`src/rtl/dm_pkg.sv`:
```
`default_nettype none
// ============================================================================
// Module   : dm_pkg
// Purpose  : Shared definitions for the MEM-stage data-memory controller:
//            memory op codes, FSM state encoding and a store-classifier helper.
// Ports    : none (package)
// Revision : 1.0 - initial release
// ============================================================================
package dm_pkg;

  // Memory operation codes presented on req_op
  localparam logic [2:0] LW  = 3'd0;
  localparam logic [2:0] LH  = 3'd1;
  localparam logic [2:0] LHU = 3'd2;
  localparam logic [2:0] LB  = 3'd3;
  localparam logic [2:0] LBU = 3'd4;
  localparam logic [2:0] SW  = 3'd5;
  localparam logic [2:0] SH  = 3'd6;
  localparam logic [2:0] SB  = 3'd7;

  // Controller FSM states
  localparam logic [0:0] IDLE  = 1'b0;
  localparam logic [0:0] MERGE = 1'b1;

  // Op codes 5..7 are stores; 4 (LBU) shares the top bit but is a load.
  function automatic logic is_store(input logic [2:0] op);
    return op[2] && (op != LBU);
  endfunction

endpackage
`default_nettype wire

```
`src/rtl/dm_lane.sv`:
```
`default_nettype none
// ============================================================================
// Module   : dm_lane
// Purpose  : Purely combinational byte-lane logic. Extracts and extends the
//            addressed byte/halfword/word for loads, builds the merged word
//            for sub-word stores and flags misaligned accesses.
// Ports    : word      in  32  memory word at the accessed word address
//            addr_lo   in  2   byte offset within the word
//            op        in  3   memory op code (dm_pkg)
//            wdata     in  32  store data (low byte / halfword for SB/SH)
//            load_data out 32  extended load result (0 for stores)
//            merged    out 32  word to write back (wdata itself for SW)
//            misalign  out 1   access violates its natural alignment
// Revision : 1.0 - initial release
// ============================================================================
module dm_lane
  import dm_pkg::*;
(
  input  logic [31:0] word,
  input  logic [1:0]  addr_lo,
  input  logic [2:0]  op,
  input  logic [31:0] wdata,
  output logic [31:0] load_data,
  output logic [31:0] merged,
  output logic        misalign
);

  logic [4:0]  byte_lsb;
  logic [7:0]  byte_sel;
  logic [15:0] half_sel;

  // Little-endian: byte k lives at bits [8k+7:8k]
  assign byte_lsb = {addr_lo, 3'b000};
  assign byte_sel = word[byte_lsb +: 8];
  assign half_sel = addr_lo[1] ? word[31:16] : word[15:0];

  always_comb begin
    load_data = 32'h0;
    case (op)
      LW:      load_data = word;
      LH:      load_data = {{16{half_sel[15]}}, half_sel};
      LHU:     load_data = {16'h0, half_sel};
      LB:      load_data = {{24{byte_sel[7]}}, byte_sel};
      LBU:     load_data = {24'h0, byte_sel};
      default: load_data = 32'h0;
    endcase
  end

  always_comb begin
    merged = wdata;
    case (op)
      SB: begin
        merged = word;
        merged[byte_lsb +: 8] = wdata[7:0];
      end
      SH: begin
        merged = word;
        if (addr_lo[1]) merged[31:16] = wdata[15:0];
        else            merged[15:0]  = wdata[15:0];
      end
      default: merged = wdata;
    endcase
  end

  always_comb begin
    misalign = 1'b0;
    case (op)
      LW, SW:      misalign = |addr_lo;
      LH, LHU, SH: misalign = addr_lo[0];
      default:     misalign = 1'b0;
    endcase
  end

endmodule
`default_nettype wire

```
`src/rtl/dm_ctrl.sv`:
```
`default_nettype none
// ============================================================================
// Module   : dm_ctrl
// Purpose  : MEM-stage data-memory controller. Converts byte-addressed
//            loads/stores into word accesses on a word-only data memory.
//            Sub-word stores use a two-cycle read-modify-write (read in
//            IDLE, write in MERGE) and stall the pipeline for one cycle.
// Ports    : clk, rst            clock, synchronous active-high reset
//            req_valid/op/addr/wdata  request from the MEM stage
//            rdata     out 32    extended load result (accept cycle)
//            stall     out 1     hold MEM and upstream stages
//            adel/ades out 1     misaligned load / store pulse
//            dm_addr   out AW    word address to data memory
//            dm_din    out 32    write data to data memory
//            dm_we     out 1     data memory write enable
//            dm_dout   in  32    combinational read data from data memory
// Revision : 1.0 - initial release
// ============================================================================
module dm_ctrl
  import dm_pkg::*;
#(
  parameter int AW = 10
) (
  input  logic          clk,
  input  logic          rst,
  input  logic          req_valid,
  input  logic [2:0]    req_op,
  input  logic [31:0]   req_addr,
  input  logic [31:0]   req_wdata,
  output logic [31:0]   rdata,
  output logic          stall,
  output logic          adel,
  output logic          ades,
  output logic [AW-1:0] dm_addr,
  output logic [31:0]   dm_din,
  output logic          dm_we,
  input  logic [31:0]   dm_dout
);

  logic [0:0]    state;
  logic [31:0]   merge_buf;
  logic [AW-1:0] wr_addr;

  logic [AW-1:0] req_word;
  logic [31:0]   lane_load;
  logic [31:0]   lane_merged;
  logic          lane_misalign;
  logic          req_store;
  logic          req_subword_store;

  // Address bits above the memory size are deliberately ignored.
  logic unused_addr_hi;
  assign unused_addr_hi = ^req_addr[31:AW+2];

  assign req_word          = req_addr[AW+1:2];
  assign req_store         = is_store(req_op);
  assign req_subword_store = (req_op == SB) || (req_op == SH);

  dm_lane u_lane (
    .word      (dm_dout),
    .addr_lo   (req_addr[1:0]),
    .op        (req_op),
    .wdata     (req_wdata),
    .load_data (lane_load),
    .merged    (lane_merged),
    .misalign  (lane_misalign)
  );

  always_comb begin
    dm_addr = req_word;
    dm_din  = req_wdata;
    dm_we   = 1'b0;
    stall   = 1'b0;
    adel    = 1'b0;
    ades    = 1'b0;
    rdata   = 32'h0;
    if (rst) begin
      // All side effects suppressed; a pending MERGE write is dropped here.
      dm_addr = req_word;
    end else if (state == MERGE) begin
      // Request inputs are ignored: the write-back half of the RMW.
      dm_addr = wr_addr;
      dm_din  = merge_buf;
      dm_we   = 1'b1;
    end else if (req_valid) begin
      if (lane_misalign) begin
        adel = ~req_store;
        ades = req_store;
      end else if (!req_store) begin
        rdata = lane_load;
      end else if (req_op == SW) begin
        dm_we = 1'b1;
      end else begin
        // SB/SH read phase: hold the pipeline while the merged word is latched.
        stall = 1'b1;
      end
    end
  end

  always_ff @(posedge clk) begin
    if (rst) begin
      state     <= IDLE;
      merge_buf <= 32'h0;
      wr_addr   <= '0;
    end else begin
      case (state)
        IDLE: begin
          if (req_valid && req_subword_store && !lane_misalign) begin
            merge_buf <= lane_merged;
            wr_addr   <= req_word;
            state     <= MERGE;
          end
        end
        MERGE:   state <= IDLE;
        default: state <= IDLE;
      endcase
    end
  end

endmodule
`default_nettype wire

```
`config.mk`:
```
export PLATFORM = sky130hd
export DESIGN_NAME = dm_ctrl
export DESIGN_NICKNAME = d
export VERILOG_FILES = /design/src/rtl/dm_pkg.sv /design/src/rtl/dm_lane.sv /design/src/rtl/dm_ctrl.sv
export SDC_FILE = /design/constraint.sdc
export NUM_CORES = 1
export LEC_CHECK = 0
export BUFFER_PORTS_ARGS = -buffer_cell sky130_fd_sc_hd__buf_4
export CORE_MARGIN = 3
export CORE_UTILIZATION = 48
export CTS_CLUSTER_DIAMETER = 80
export DETAILED_ROUTE_END_ITERATION = 8
export HOLD_SLACK_MARGIN = 0.08
export PLACE_DENSITY = 0.82
export SLEW_MARGIN = 25
export SYNTH_ARGS = -nofsm -noshare
export SYNTH_HDL_FRONTEND = slang
export SYNTH_SLANG_ARGS = --single-unit
```
`constraint.sdc`:
```
create_clock -name clk -period 2.65 [get_ports clk]
set_input_delay 0.3975 -clock clk [delete_from_list [all_inputs] [get_ports clk]]
set_output_delay 0.3975 -clock clk [all_outputs]
set_load 0.005 [all_outputs]
```
==> results by group, run 1 <==
Placement
  – Dpl hpwl: 9.97 mm
  – IO Port Bufs: 159
  – GP Congestion: 0.892

Synthesis
  – Compound-gate portion of the synthesized area: 0.251
  – Register bit total from synthesis: 43
  – Mux cell area share after synthesis: 0.221
  – YS warnings: 0
  – Synth area leaders: dfxtp_1 (22%), mux2_2 (18%), nand2_1 (8.5%), a21oi_1 (7.6%), a211oi_1 (3.7%)
  – Largest family of logic cells by synthesized area: compound AO/OA/AOI/OAI gates
  – Fraction of the mapped netlist area in adder cells: 0.0162
  – Share of the synthesized area in the top cell type: 0.223
  – Synth Area in XOR/XNOR: 0.00227
  – Mapped Nets: 593
  – Cells after synthesis: 486
  – Cell variety after synth: 55
  – Yosys top cell by area: dfxtp_1
  – Syn Std Cell Area: 3860 um2
  – Syn Area/Cell: 7.94 um2
  – Seq/Total Area, Yosys: 0.223
  – Synth Area in Simple Gates: 0.227

Finish
  – Layout cell share with drive strength beyond 1: 0.417
  – Fill cell count: 688
  – Antenna diodes: 0
  – Nets: 732
  – Area growth from synthesis to layout: 34.5%
  – Util after Layout: 0.669

Clock tree
  – CTS buffer count: 5
  – # Post-CTS Setup Buffers: 0
  – CTS-repair resized insts: 0
  – Clock sink total: 43
  – Clk Latency, worst-skew pair: 300 ps
  – TritonCTS clock tree: yes
  – CTS root buffer: clkbuf_8
  – H-Tree Level Count: 2
  – Longest Clk Path Bufs: 2
  – Hold_buf cts: 0
  – Clk slew on worst S/H paths: 90 ps

Timing
  – RSZ-0062 raised after global routing: no
  – Worst Skew: 9.32 ps
  – Max-slew violations: 0
  – Period utilisation layout: 0.918
  – Period minus WS final: 2430 ps
  – Fmax: 411 MHz
  – Slew @ Worst Pin: 669 ps
  – Final setup violation count: 0
  – Post-route setup TNS: 0 ps
  – Hold violation total from the final report: 0
  – Slew HR: 0.553

Global route
  – Global-route wire length before repair: 20.4 mm
  – Overflow after GRT: 0
  – Vias in the first global route: 4100
  – Largest net degree at the start of global routing: 51
  – Initial antenna violation count: 0
  – Tot GR Track Use: 0.280

Worst setup path
  – CP Launch Type: input port
  – WP buf/inv: 4
  – Crit path max-delay cell type: ha_1
  – Arrival time worst endpoint: 2040 ps
  – Crit. End Element: output port
  – WP data required: 2250 ps
  – Crit-path leading delay family: buffers and inverters
  – Most used cell, CP: buf_4
  – Critical path class: input port to output port
  – CP Max Fanout: 32
  – Worst-path cell chain: buf_4 > inv_1 > ha_1 > nor2_1 > a21boi_0 > o211ai_2 > buf_12 > a21oi_1 > buf_4
  – Slowest stage delay, CP: 320 ps

Hold path
  – HP Class: input port to flop

Detailed routing
  – Routed WL per cell: 17.9 um
  – 1st-iter DRT viols: 314
  – Drt drc: 0
  – Post-Route WL: 13.1 mm
  – DR vias: 4358
  – Routed Antenna Nets: 0
  – DRT Pass-1 Iters: 5
  – Drt via density: 5.99

Power
  – LEAKAGE: 2.11 nW
  – Max IR drop VDD: 0.197 mV
  – Power density cells: 329 nW/um2

Floorplan
  – Height of the die: 95.7 um
  – Die X: 95.7 um
  – Total Die Area: 9160 um2
  – I/O pin count: 180
  – Placeable Area: 7770 um2
  – Initial Util: 0.497
  – Row cnt: 32

Outcome
  – Outcome: finished clean

Run
  – Maximum Capacitance Violations: 0
power breakdown:
group / internal [W] / switching [W]
Combinational: 0.000288 / 0.000301
Sequential: 0.000670 / 0.0000132
Clock: 0.000189 / 0.000250
Total: 0.00115 / 0.000564
per-stage QoR:
step	hold WS [ps]	cell area [um2]	total power [W]	setup WS, ps	instances
after floorplan	421	3860	0.00101	130	486
after global placement	436	5100	0.00127	266	720
after detailed placement	443	5100	0.00128	235	720
after CTS	334	5190	0.00172	218	728
after global routing	348	5190	0.00179	45.6	728
final	343	5190	0.00171	216	728
cell type report:
cell class              instances  area (um2)  share of cell area
multi-input cells             399        2780               0.536
clock inverters                 3        23.8             0.00458
flip-flops and latches         43         861               0.166
inverters                       4        15.0             0.00289
repair buffers                172        1320               0.253
clock buffers                   5        68.8              0.0132
well taps                     102         128              0.0246
cell families (layout without fill, tap and decap cells):
family	Yosys count	count (layout)
simple gates	175	175
compound gates	142	142
mux	76	76
buf+inv	44	184
flops	43	43
fa+ha+maj	5	5
xor+xnor	1	1
layer usage:
metal,share of wire,up-vias,global-route usage
met1,0.40,2002,0.366
met5,0,-,0
met4,0.024,0,0.0758
met3,0.11,29,0.0555
met2,0.47,243,0.471
li1,-,2084,-
synth_stat cells (all sizes together):
library cell	n
nand2	87
mux2	63
a21oi	59
dfxtp	43
buf	30
nor2	24
a211oi	19
nor3	16
mux2i	12
nand2b	12
nor2b	12
clkbuf	10
a22oi	9
o21ai	9
a221oi	8
a32oi	7
nand4	7
o211ai	7
o2bb2ai	7
a221o	6
ha	5
inv	4
nand3	4
a211o	3
a31oi	3
and2	2
nor4	2
o22ai	2
or3b	2
a21boi	1
a311oi	1
and4b	1
and4bb	1
mux4	1
nand3b	1
nand4b	1
nor3b	1
nor4b	1
o21bai	1
or2	1
xor2	1
sequential cells by signal (all words and copies together) (netlist names):
| signal | flops |
|---|---|
| merge_buf | 32 |
| state | 1 |
| wr_addr | 10 |
cell usage in the layout, fill, tap and decap left out, types with 4 or more instances in the layout:
cell type    n
a32oi_1      7
buf_4      170
a221oi_1     8
nor3_1      12
o211ai_1     6
a22oi_1      9
nand2_1     87
ha_1         5
dfxtp_1     43
a221o_1      6
a21oi_1     59
mux2i_1     12
nor2b_1     12
mux2_2      63
nand4_1      7
o2bb2ai_1    7
nor2_1      23
inv_1        4
clkbuf_8     5
nand2b_1    11
a211oi_1    19
worst paths after layout:
path	startpoint	end	slack [ps]	cells after the start
hold reg to reg	merge_buf[16]	merge_buf[16]	460	2
setup reg to reg	state	merge_buf[28]	980	5
setup / recovery	req_addr[0]	rdata[10]	220	9
hold / removal	rst	merge_buf[8]	340	2
Power figures use the tool's default switching activity.
==> run 2, diff against run 1 <==
--- a/config.mk
+++ b/config.mk
@@ -9,3 +9,3 @@
 export CORE_MARGIN = 3
-export CORE_UTILIZATION = 48
+export CORE_UTILIZATION = 34
 export CTS_CLUSTER_DIAMETER = 80
@@ -13,3 +13,2 @@
 export HOLD_SLACK_MARGIN = 0.08
-export PLACE_DENSITY = 0.82
 export SLEW_MARGIN = 25
==> constraint.sdc (replaced) <==
create_clock -name clk -period 2.65 [get_ports clk]
set_input_delay 0.1325 -clock clk [delete_from_list [all_inputs] [get_ports clk]]
set_output_delay 0.1325 -clock clk [all_outputs]
set_load 0.005 [all_outputs]
==> results by group, run 2 (synthesis gave the netlist of run 1 again) <==
Clock tree
  – CTS buffer count: 5 (unchanged)
  – CTS-repair resized insts: 0 (unchanged)
  – Longest Clk Path Bufs: 2 (unchanged)
  – H-Tree Level Count: 2 (unchanged)
  – Clock sink total: 43 (unchanged)
  – CTS root buffer: clkbuf_16
  – Clk slew on worst S/H paths: 70 ps (-20 ps)
  – # Post-CTS Setup Buffers: 0 (unchanged)
  – Clk Latency, worst-skew pair: 290 ps (about the same)
  – Hold_buf cts: 0 (unchanged)
  – TritonCTS clock tree: yes

Finish
  – Multi-input logic area: 2780 um2 (unchanged)
  – Max FFs per register: 32 (unchanged)
  – Nets: 728 (-0.55%)
  – Layout cell share with drive strength beyond 1: 0.413 (-0.00375)
  – Most frequent cells in the layout: buf_4 (167), nand2_1 (87), mux2_2 (63)
  – Util after Layout: 0.481 (-0.188)
  – Area growth from synthesis to layout: 36.7%
  – Antenna diodes: 0 (unchanged)
  – Largest registers: merge_buf (32), wr_addr (10), state (1)
  – Largest reg by FF count: merge_buf
  – Fill cell count: 1108 (+61%)
  – Leading cell type in the layout, fill and taps excluded: buf_4
  – Reg area: 861 um2 (unchanged)

Power
  – Tot Pwr: 0.00200 W (+17%)
  – Power density cells: 379 nW/um2 (+15%)
  – LEAKAGE: 2.14 nW (+1.0%)
  – Max IR drop VDD: 0.235 mV (+19%)

Floorplan
  – Row cnt: 38 (+19%)
  – Total Die Area: 12700 um2 (+38%)
  – Initial Util: 0.352 (-0.146)
  – Placeable Area: 11000 um2 (+41%)
  – Height of the die: 113 um (+18%)
  – Die X: 113 um (+18%)
  – I/O pin count: 180 (unchanged)

Timing
  – Hold violation total from the final report: 0 (unchanged)
  – Post-route setup TNS: 0 ps (unchanged)
  – Max-slew violations: 0 (unchanged)
  – Slew @ Worst Pin: 692 ps (+22.9 ps)
  – Period utilisation layout: 0.834 (-0.0846)
  – Fmax: 453 MHz (+10%)
  – Worst Skew: 7.54 ps (-1.78 ps)
  – Final setup violation count: 0 (unchanged)
  – Period minus WS final: 2210 ps (-224 ps)
  – Slew HR: 0.539 (-0.0143)
  – RSZ-0062 raised after global routing: no

Detailed routing
  – Post-Route WL: 13.9 mm (+6.8%)
  – DRT Pass-1 Iters: 4 (-1)
  – Routed Antenna Nets: 0 (unchanged)
  – Drt via density: 5.50 (-8.1%)
  – Drt drc: 0 (unchanged)
  – DR vias: 4191 (-3.8%)
  – Routed WL per cell: 18.3 um (+2.0%)
  – 1st-iter DRT viols: 366 (+17%)

Global route
  – Largest net degree at the start of global routing: 55 (+7.8%)
  – Tot GR Track Use: 0.213 (-0.0677)
  – Global-route wire length before repair: 22.0 mm (+7.9%)
  – Overflow after GRT: 0 (unchanged)
  – Vias in the first global route: 4095 (-0.12%)
  – Initial antenna violation count: 0 (unchanged)

Outcome
  – Outcome: finished clean

Worst setup path
  – Reg2Reg Depth: 4 (-1)
  – CP Launch Type: flop
  – Worst reg2reg startpoint: state
  – FF-to-FF End: merge_buf[29]
  – WP data required: 2520 ps (+270 ps)
  – Critical path class: flop to output port
  – FF-to-FF setup slack: 960 ps (-20 ps)
  – Crit path max-delay cell type: or3b_1
  – Crit. End Element: output port
  – Worst-path cell chain: or3b_1 > nor2_4 > o211ai_2 > buf_4 > a31oi_1 > buf_4
  – Slowest stage delay, CP: 590 ps (+270 ps)
  – CP Launch Point: state
  – Arrival time worst endpoint: 2080 ps (+40 ps)
  – CP Max Fanout: 32 (unchanged)
  – Most used cell, CP: buf_4

Hold path
  – Hold endpoint: wr_addr[8]
  – HP Class: input port to flop
  – Min-delay src: req_addr[10]
  – Hold Crit Depth: 3 (+1)

Placement
  – GP Congestion: 0.892 (about the same)
  – Dpl hpwl: 10.7 mm (+7.5%)
  – IO Port Bufs: 159 (unchanged)

Run
  – Maximum Capacitance Violations: 0 (unchanged)
[run 2: cell count changes in the layout (fill, tap and decap cells not counted), sizes merged]
cell / delta
buf: -4
clkinvlp: -2
bufinv: +1
clkbuf: +1
clkinv: +1
inv: -1
[run 2: how the worst max path moves through the flow]
| stage | slack [ps] | end | depth (start not counted) |
|---|---|---|---|
| after floorplan | 530 | merge_buf[3] | 9 |
| after global placement | 630 | merge_buf[10] | 7 |
| after detailed placement | 630 | rdata[7] | 9 |
| after CTS | 410 | rdata[7] | 6 |
| after global routing | 300 | rdata[7] | 6 |
| final | 440 | rdata[7] | 6 |
[run 2: final cells by class]
type,count,share of cell area
Multi-Input combinational cell,399,0.527
Inverter,4,0.00284
Clock inverter,2,0.00664
Sequential cell,43,0.163
Timing Repair Buffer,168,0.241
Tap cell,140,0.0332
Clock buffer,6,0.0263
[run 2: through the flow]
| step | hold slack [ps] | instance area [um2] | setup slack, ps | std cells |
|---|---|---|---|---|
| finish | 99.2 | 5280 | 441 | 762 |
| global route | 97.4 | 5280 | 298 | 762 |
| CTS | 93.2 | 5280 | 408 | 762 |
| detailed placement | 395 | 5110 | 627 | 754 |
| global placement | 389 | 5110 | 628 | 754 |
| floorplan | 239 | 3860 | 527 | 486 |
[run 2: critical path: cells and delay by family, from the launching register on]
family,cells,cell delay (ps)
buffers and inverters,2,380
and+or+nand+nor,2,780
DFF,1,350
AOI/OAI and AO/OA,2,270
[run 2: power breakdown]
group / leakage (nW) / switching (W) / internal, W
Combinational: 1.70 / 0.000303 / 0.000281
Clock: 0.0868 / 0.000264 / 0.000469
Sequential: 0.349 / 0.0000126 / 0.000671
[run 2: metal layers]
metal | track usage | up-vias | part of all wire
li1 | - | 2073 | -
met2 | 0.340 | 183 | 0.44
met1 | 0.296 | 1921 | 0.46
met4 | 0.0473 | 0 | 0.012
met5 | 0 | - | 0
met3 | 0.0431 | 14 | 0.081
